`src/rtl/sseg_pkg.sv`:
```
// Purpose: shared constants, the hex-to-segment table and the slot state type for the seven-segment scan controller.
// Latency: n/a (declarations only).
// Backpressure: n/a.
package sseg_pkg;

    // Register map
    localparam logic [1:0] REG_VAL_LO = 2'd0;   // value[7:0]
    localparam logic [1:0] REG_VAL_HI = 2'd1;   // value[15:8]
    localparam logic [1:0] REG_CTRL   = 2'd2;   // {blank[3:0], dp[3:0]}
    localparam logic [1:0] REG_BRIGHT = 2'd3;   // {4'b0, bright[3:0]}; reads show the digit index in [5:4]

    localparam int SUB_PHASES = 16;
    localparam int DIGITS     = 4;

    // Active-low g..a patterns for 0-9, A, b, C, d, E, F
    localparam logic [6:0] HEX_SEG [16] = '{
        7'h40, 7'h79, 7'h24, 7'h30, 7'h19, 7'h12, 7'h02, 7'h78,
        7'h00, 7'h10, 7'h08, 7'h03, 7'h46, 7'h21, 7'h06, 7'h0E
    };

    typedef enum logic [1:0] {
        DEAD,
        ON,
        OFF
    } slot_state_e;

endpackage

```
`src/rtl/sseg_scan_ctrl_if.sv`:
```
// Purpose: CPU register bus into the scan controller (write/read strobes, address, data).
// Latency: rdata is valid the cycle after rd_en.
// Backpressure: none; every strobe is accepted in the cycle it is asserted.
// Ports: wr_en, rd_en, addr[1:0], wdata[7:0] from the CPU side; rdata[7:0] back from the controller.
interface sseg_scan_ctrl_if;
    logic       wr_en;
    logic       rd_en;
    logic [1:0] addr;
    logic [7:0] wdata;
    logic [7:0] rdata;

    modport master (output wr_en, rd_en, addr, wdata, input rdata);
    modport slave  (input wr_en, rd_en, addr, wdata, output rdata);
endinterface

```
`src/rtl/sseg_hex_decode.sv`:
```
// Purpose: nibble to active-low seven-segment pattern (g..a).
// Latency: combinational.
// Backpressure: none.
// Ports: nib_i[3:0] hex digit in, seg_o[6:0] active-low segments out.
module sseg_hex_decode
    import sseg_pkg::*;
(
    input  logic [3:0] nib_i,
    output logic [6:0] seg_o
);
    assign seg_o = HEX_SEG[nib_i];
endmodule

```
`src/rtl/sseg_scan_ctrl.sv`:
```
// Purpose: CPU-writable register file plus 4-digit common-anode scan with dead time and 16-step PWM brightness.
// Latency: sseg/an registered, one cycle behind the sub-phase counters; rdata one cycle after rd_en.
// Backpressure: none; writes and reads are accepted every cycle.
// Ports: OSCCLK clock, reset sync active-high, bus (sseg_scan_ctrl_if.slave register access),
//        sseg[7:0] active-low segments ([7] = dp), an[3:0] active-low digit enables (an[0] rightmost).
// Option: define SSEG_LEADING_ZERO_BLANK_EN to suppress leading zero digits 3..1.
module sseg_scan_ctrl
    import sseg_pkg::*;
#(
    parameter int SUB_TICKS = 3125
) (
    input  logic            OSCCLK,
    input  logic            reset,
    sseg_scan_ctrl_if.slave bus,
    output logic [7:0]      sseg,
    output logic [3:0]      an
);
    localparam int            PW        = (SUB_TICKS > 1) ? $clog2(SUB_TICKS) : 1;
    localparam logic [PW-1:0] PRESC_MAX = PW'(SUB_TICKS - 1);
    localparam logic [3:0]    SUB_LAST  = 4'(SUB_PHASES - 1);

    // Register file
    logic [15:0] value_q;
    logic [3:0]  dp_q, blank_q, bright_q;
    logic [7:0]  rdata_q, rdata_d;

    // Scan counters
    logic [PW-1:0] presc_q, presc_d;
    logic [3:0]    sub_q, sub_d;
    logic [1:0]    dig_q, dig_d;
    logic          presc_wrap, slot_start;

    // Per-slot snapshot, so CPU writes never disturb the digit currently lit
    logic [3:0] snap_nib_q, snap_bright_q;
    logic       snap_dp_q, snap_blank_q;
    logic [3:0] nib_next;

    logic [6:0]  seg_pat;
    slot_state_e slot_st;
    logic [7:0]  sseg_d, sseg_q;
    logic [3:0]  an_d, an_q;

    always_comb begin
        rdata_d = rdata_q;
        case (bus.addr)
            REG_VAL_LO: rdata_d = value_q[7:0];
            REG_VAL_HI: rdata_d = value_q[15:8];
            REG_CTRL:   rdata_d = {blank_q, dp_q};
            default:    rdata_d = {2'b00, dig_q, bright_q};
        endcase
    end

    // Reads sample the pre-write value, so a same-address read+write returns the old contents.
    always_ff @(posedge OSCCLK) begin
        if (reset) begin
            value_q  <= 16'h0000;
            dp_q     <= 4'h0;
            blank_q  <= 4'h0;
            bright_q <= 4'hF;
            rdata_q  <= 8'h00;
        end else begin
            if (bus.wr_en) begin
                case (bus.addr)
                    REG_VAL_LO: value_q[7:0]  <= bus.wdata;
                    REG_VAL_HI: value_q[15:8] <= bus.wdata;
                    REG_CTRL:   {blank_q, dp_q} <= bus.wdata;
                    default:    bright_q <= bus.wdata[3:0];
                endcase
            end
            if (bus.rd_en) begin
                rdata_q <= rdata_d;
            end
        end
    end

    always_comb begin
        presc_wrap = (presc_q == PRESC_MAX);
        slot_start = presc_wrap && (sub_q == SUB_LAST);
        presc_d    = presc_wrap ? '0 : presc_q + 1'b1;
        sub_d      = presc_wrap ? sub_q + 4'd1 : sub_q;
        dig_d      = slot_start ? dig_q + 2'd1 : dig_q;
        nib_next   = value_q[{dig_d, 2'b00} +: 4];
    end

    always_ff @(posedge OSCCLK) begin
        if (reset) begin
            presc_q       <= '0;
            sub_q         <= 4'd0;
            dig_q         <= 2'd0;
            snap_nib_q    <= 4'h0;
            snap_dp_q     <= 1'b0;
            snap_blank_q  <= 1'b0;
            snap_bright_q <= 4'hF;
        end else begin
            presc_q <= presc_d;
            sub_q   <= sub_d;
            dig_q   <= dig_d;
            if (slot_start) begin
                snap_nib_q    <= nib_next;
                snap_dp_q     <= dp_q[dig_d];
                snap_blank_q  <= blank_q[dig_d];
                snap_bright_q <= bright_q;
            end
        end
    end

`ifdef SSEG_LEADING_ZERO_BLANK_EN
    // A digit is a leading zero when it and every digit above it are zero; digit 0 always shows.
    logic snap_sup_q;
    logic sup_next;

    assign sup_next = (dig_d != 2'd0) && ((value_q >> {dig_d, 2'b00}) == 16'h0000);

    always_ff @(posedge OSCCLK) begin
        if (reset) begin
            snap_sup_q <= 1'b0;
        end else if (slot_start) begin
            snap_sup_q <= sup_next;
        end
    end
`endif

    sseg_hex_decode u_dec (
        .nib_i (snap_nib_q),
        .seg_o (seg_pat)
    );

    // Sub-phase 0 is the dead band; sub-phases 1..bright are lit.
    always_comb begin
        slot_st = OFF;
        sseg_d  = 8'hFF;
        an_d    = 4'hF;
        if (sub_q == 4'd0) begin
            slot_st = DEAD;
        end else if (!snap_blank_q && (sub_q <= snap_bright_q)) begin
            slot_st = ON;
        end
        if (slot_st == ON) begin
`ifdef SSEG_LEADING_ZERO_BLANK_EN
            if (snap_sup_q) begin
                // Suppressed digit: segments dark, but a set dp still lights.
                if (snap_dp_q) begin
                    an_d   = ~(4'b0001 << dig_q);
                    sseg_d = 8'h7F;
                end
            end else begin
                an_d   = ~(4'b0001 << dig_q);
                sseg_d = {~snap_dp_q, seg_pat};
            end
`else
            an_d   = ~(4'b0001 << dig_q);
            sseg_d = {~snap_dp_q, seg_pat};
`endif
        end
    end

    // an and sseg share one register stage so they always switch on the same edge.
    always_ff @(posedge OSCCLK) begin
        if (reset) begin
            sseg_q <= 8'hFF;
            an_q   <= 4'hF;
        end else begin
            sseg_q <= sseg_d;
            an_q   <= an_d;
        end
    end

    assign sseg      = sseg_q;
    assign an        = an_q;
    assign bus.rdata = rdata_q;

endmodule

```
`src/flat_wrapper.sv`:
```
// flat-port wrapper written by rule: the top's interface ports become plain ports
module sseg_scan_ctrl_flat import sseg_pkg::*;
#(
    parameter int SUB_TICKS = 3125
)
  (OSCCLK, reset, sseg, an, bus_wr_en, bus_rd_en, bus_addr, bus_wdata, bus_rdata);
  sseg_scan_ctrl_if bus_i ();
  input  logic OSCCLK;
  input  logic reset;
  output logic [7:0] sseg;
  output logic [3:0] an;
  input wire logic [$bits(bus_i.wr_en)-1:0] bus_wr_en;
  input wire logic [$bits(bus_i.rd_en)-1:0] bus_rd_en;
  input wire logic [$bits(bus_i.addr)-1:0] bus_addr;
  input wire logic [$bits(bus_i.wdata)-1:0] bus_wdata;
  output wire logic [$bits(bus_i.rdata)-1:0] bus_rdata;
  assign bus_i.wr_en = bus_wr_en;
  assign bus_i.rd_en = bus_rd_en;
  assign bus_i.addr = bus_addr;
  assign bus_i.wdata = bus_wdata;
  assign bus_rdata = bus_i.rdata;
  sseg_scan_ctrl #(.SUB_TICKS(SUB_TICKS)) u_core (.OSCCLK(OSCCLK), .reset(reset), .bus(bus_i), .sseg(sseg), .an(an));
endmodule
```
`config.mk`:
```
export PLATFORM = sky130hd
export DESIGN_NAME = sseg_scan_ctrl_flat
export DESIGN_NICKNAME = d
export VERILOG_FILES = /design/src/rtl/sseg_pkg.sv /design/src/rtl/sseg_scan_ctrl_if.sv /design/src/rtl/sseg_hex_decode.sv /design/src/rtl/sseg_scan_ctrl.sv /design/src/flat_wrapper.sv
export SDC_FILE = /design/constraint.sdc
export NUM_CORES = 1
export LEC_CHECK = 0
export ABC_AREA = 1
export CORE_UTILIZATION = 50
export DETAILED_ROUTE_END_ITERATION = 10
export PLACE_DENSITY = 0.68
export SETUP_SLACK_MARGIN = 0.05
export SLEW_MARGIN = 10
export SYNTH_ARGS = -nofsm -noshare
export SYNTH_HDL_FRONTEND = slang
export SYNTH_SLANG_ARGS = --single-unit
```
`constraint.sdc`:
```
create_clock -name OSCCLK -period 2.3 [get_ports OSCCLK]
set_clock_uncertainty 0.15 [all_clocks]
set_input_delay 0.46 -clock OSCCLK [delete_from_list [all_inputs] [get_ports OSCCLK]]
set_output_delay 0.46 -clock OSCCLK [all_outputs]
set_load 0.01 [all_outputs]
```
==> qor.yml <==
clock_tree:
  post_cts_buffers: 0
  worstSkewPairLatency_ps: 350
  root_buffer: "clkbuf_8"
  cts_buffer_depth: 2
  cts.htree.levels: 3
  cts_hold_buf: 0
  cts_tree: "built"
  numCtsBuffers: 9
  clock_sinks: 76
  cts_resized: 0
  path_clk_slew_ps: 80
floorplanning:
  ioPinCount: 34
  core_region_area_sq_um: 6870
  die-height_um: 87.0
  fp-row-count: 30
  initial_utilization: 0.526
  die-area_sq_um: 7560
  die_w_um: 87.0
worst_setup_path:
  startpoint_type: "flip-flop"
  worst-path-stages: 11
  slowest_stage: "dfxtp_1"
  crit_top_cell: "nand3_1"
  slowest_delay_ps: 330
  cp_max_fo: 10
  worst_setup_path_end_kind: "flip-flop"
  crit_chain: "inv_1 > ha_1 > nand3_1 > nor2_4 > nand4_4 > nand2_4 > nand2_1 > nand3_1 > nand3_1 > nand2_1 > inv_1"
  crit_arrival_ps: 2100
  ff2ff_path_depth: 11
  worstSetupPathType: "reg -> reg"
  crit_required_ps: 2400
  cp_top_family: "simple AND/OR/NAND/NOR gates"
  path_buf_inv: 2
power_and_ir_drop:
  p_sw_frac: 0.242
  clkPwrFrac: 0.379
  power.leakage_uw: 0.00169
  sequentialPowerShare: 0.544
  power.density_nw_per_um2: 593
  p_int_uw: 1910
  vdd_drop_max_mv: 0.401
  p_switching_uw: 610
  combPwrFrac: 0.077
placement:
  place_hpwl_um: 5980
  gp_routability_congestion: 0.925
  numPortBuffers: 33
  post-place-ws_ps: 131
synthesis:
  synth_nets: 508
  yosysSeqAreaShare: 0.421
  synth_top_family_by_area: "simple AND/OR/NAND/NOR gates"
  synth_area_sq_um: 3610
  yosysTopAreaCell: "dfxtp_1"
  synth_xor_area_frac: 0.00485
  synth_compound_gate_area_share: 0.178
  synth_edf_count: 0
  synth_mux_area_frac: 0
  yosys-top-cells-area: "dfxtp_1 42%, nand2_1 7.4%, nand3_1 6.9%"
  synthArstFlopShare: 0
  synth-simple-area-share: 0.246
  synthAdderAreaFrac: 0.0624
  synth_ff_type: "dfxtp_1"
  synth.avg_cell_area_sq_um: 7.58
  postSynthCellCount: 476
  synth-seq-cells: 76
  yosys_warnings: 0
  ys_types: 38
  synth_top_area_frac: 0.421
routing:
  ant_nets: 0
  routed_via_density: 5.25
  vias: 3231
  drt_iter0_drc: 321
  first_pass_iters: 6
  wl_per_cell_um: 13.1
  wl_um: 8090
  drc: 0
timing:
  rsz0062_at_grt: "no"
  setup_viol: 0
  hold_viol: 0
  final.setup.tns_ps: 0
  clock.fmax_ghz: 0.501
  fin_crit_ps: 1990
  slew_headroom: 0.600
  maxSlewViolCount: 0
  tightest_slew_ps: 594
  finalWorstSetupSlack_ps: 306
  fin_crit_sh: 0.867
global_route:
  grt_usage: 0.225
  grt_antenna_before_repair: 0
  grt_max_degree: 25
  overflow: 0
  first_global_vias: 2760
  grt_pass1_wl_um: 13100
layout:
  layout-drive-gt1-share: 0.0827
  antenna_cells: 0
  syn2layout_area_growth_pct: 17.9
  final_nets: 547
job:
  cap_violations: 0
hold_path:
  holdCritPathClass: "reg -> reg"
  hold_depth: 1
run_status:
  status: "finished clean"
-- power groups by stage --
stage               clock network [uW]  registers, uW  logic [uW]
floorplan                            0           1400         105
global placement                     0           1400         190
detailed placement                   0           1400         191
CTS                                970           1370         193
global route                      1030           1380         214
finish                             957           1370         193
-- cell usage after synthesis (all sizes together), types with 3 or more instances --
| library cell | count |
|---|---|
| nand3 | 51 |
| buf | 3 |
| nor3 | 5 |
| nor2 | 38 |
| a21oi | 48 |
| inv | 65 |
| dfxtp | 76 |
| clkbuf | 11 |
| o21ai | 41 |
| a31oi | 6 |
| o22ai | 4 |
| nand2 | 79 |
| o211ai | 6 |
| a211oi | 3 |
| ha | 18 |
| nand4 | 5 |
-- kinds of logic (layout without fill, tap and decap cells) --
kind of cell | after synthesis | count (layout)
AOI/OAI and AO/OA | 116 | 116
xor gates and xnor gates | 2 | 2
adders and majority gates | 18 | 18
buffers and inverters | 81 | 125
DFF | 76 | 76
and+or+nand+nor | 183 | 183
-- placed cells by master (no fill, tap or decap), drive strengths merged, types with 9 or more instances in the layout --
master         netlist  layout
a21oi               48      48
buf                  3       9
clkbuf              11      13
clkdlybuf4s50        0      33
dfxtp               76      76
ha                  18      18
inv                 65      65
nand2               79      79
nand3               51      51
nor2                38      38
o21ai               41      41
-- final timing paths --
kind                     start              endpoint  slack [ps]
max          u_core.presc_q[0]  u_core.snap_nib_q[0]         310
min           u_core.snap_dp_q        u_core.sseg[7]         240
max reg2reg  u_core.presc_q[0]  u_core.snap_nib_q[0]         310
min reg2reg   u_core.snap_dp_q        u_core.sseg[7]         240
-- registers in the layout (all words and copies together), names as in the netlist, 4 cells and up --
signal	count
u_core.dp_q	4
u_core.snap_bright_q	4
u_core.bus.rdata	8
u_core.sub_q	4
u_core.blank_q	4
u_core.sseg	8
u_core.value_q	16
u_core.bright_q	4
u_core.snap_nib_q	4
u_core.an	4
u_core.presc_q	12
-- through the flow --
stage          utilization  total power, uW  hold slack (ps)  cell area [sq um]  instances
3_3_place_gp         0.592             1590              227               4070        600
5_1_grt              0.619             2620              275               4250        616
2_1_floorplan            -             1510              217               3610        476
4_1_cts              0.619             2530              246               4250        616
3_5_place_dp         0.592             1590              229               4070        600
6_report             0.619             2520              245               4250        616
-- layer usage --
layer / track usage / wire length, um / vias to the layer above
met3: 0.0341 / 505 / 14
met1: 0.318 / 3900 / 1443
met5: 0 / 0 / -
li1: - / - / 1665
met2: 0.333 / 3490 / 109
met4: 0.112 / 193 / 0
-- final cells by class --
cell class	instances	area (sq um)
flip-flops and latches	76	1520
clock buffers	13	169
well taps	96	120
inverters	67	253
multi-input cells	319	1770
clock inverters	3	20.0
repair buffers	42	398
fillers	645	2620
Power figures use the tool's default switching activity.
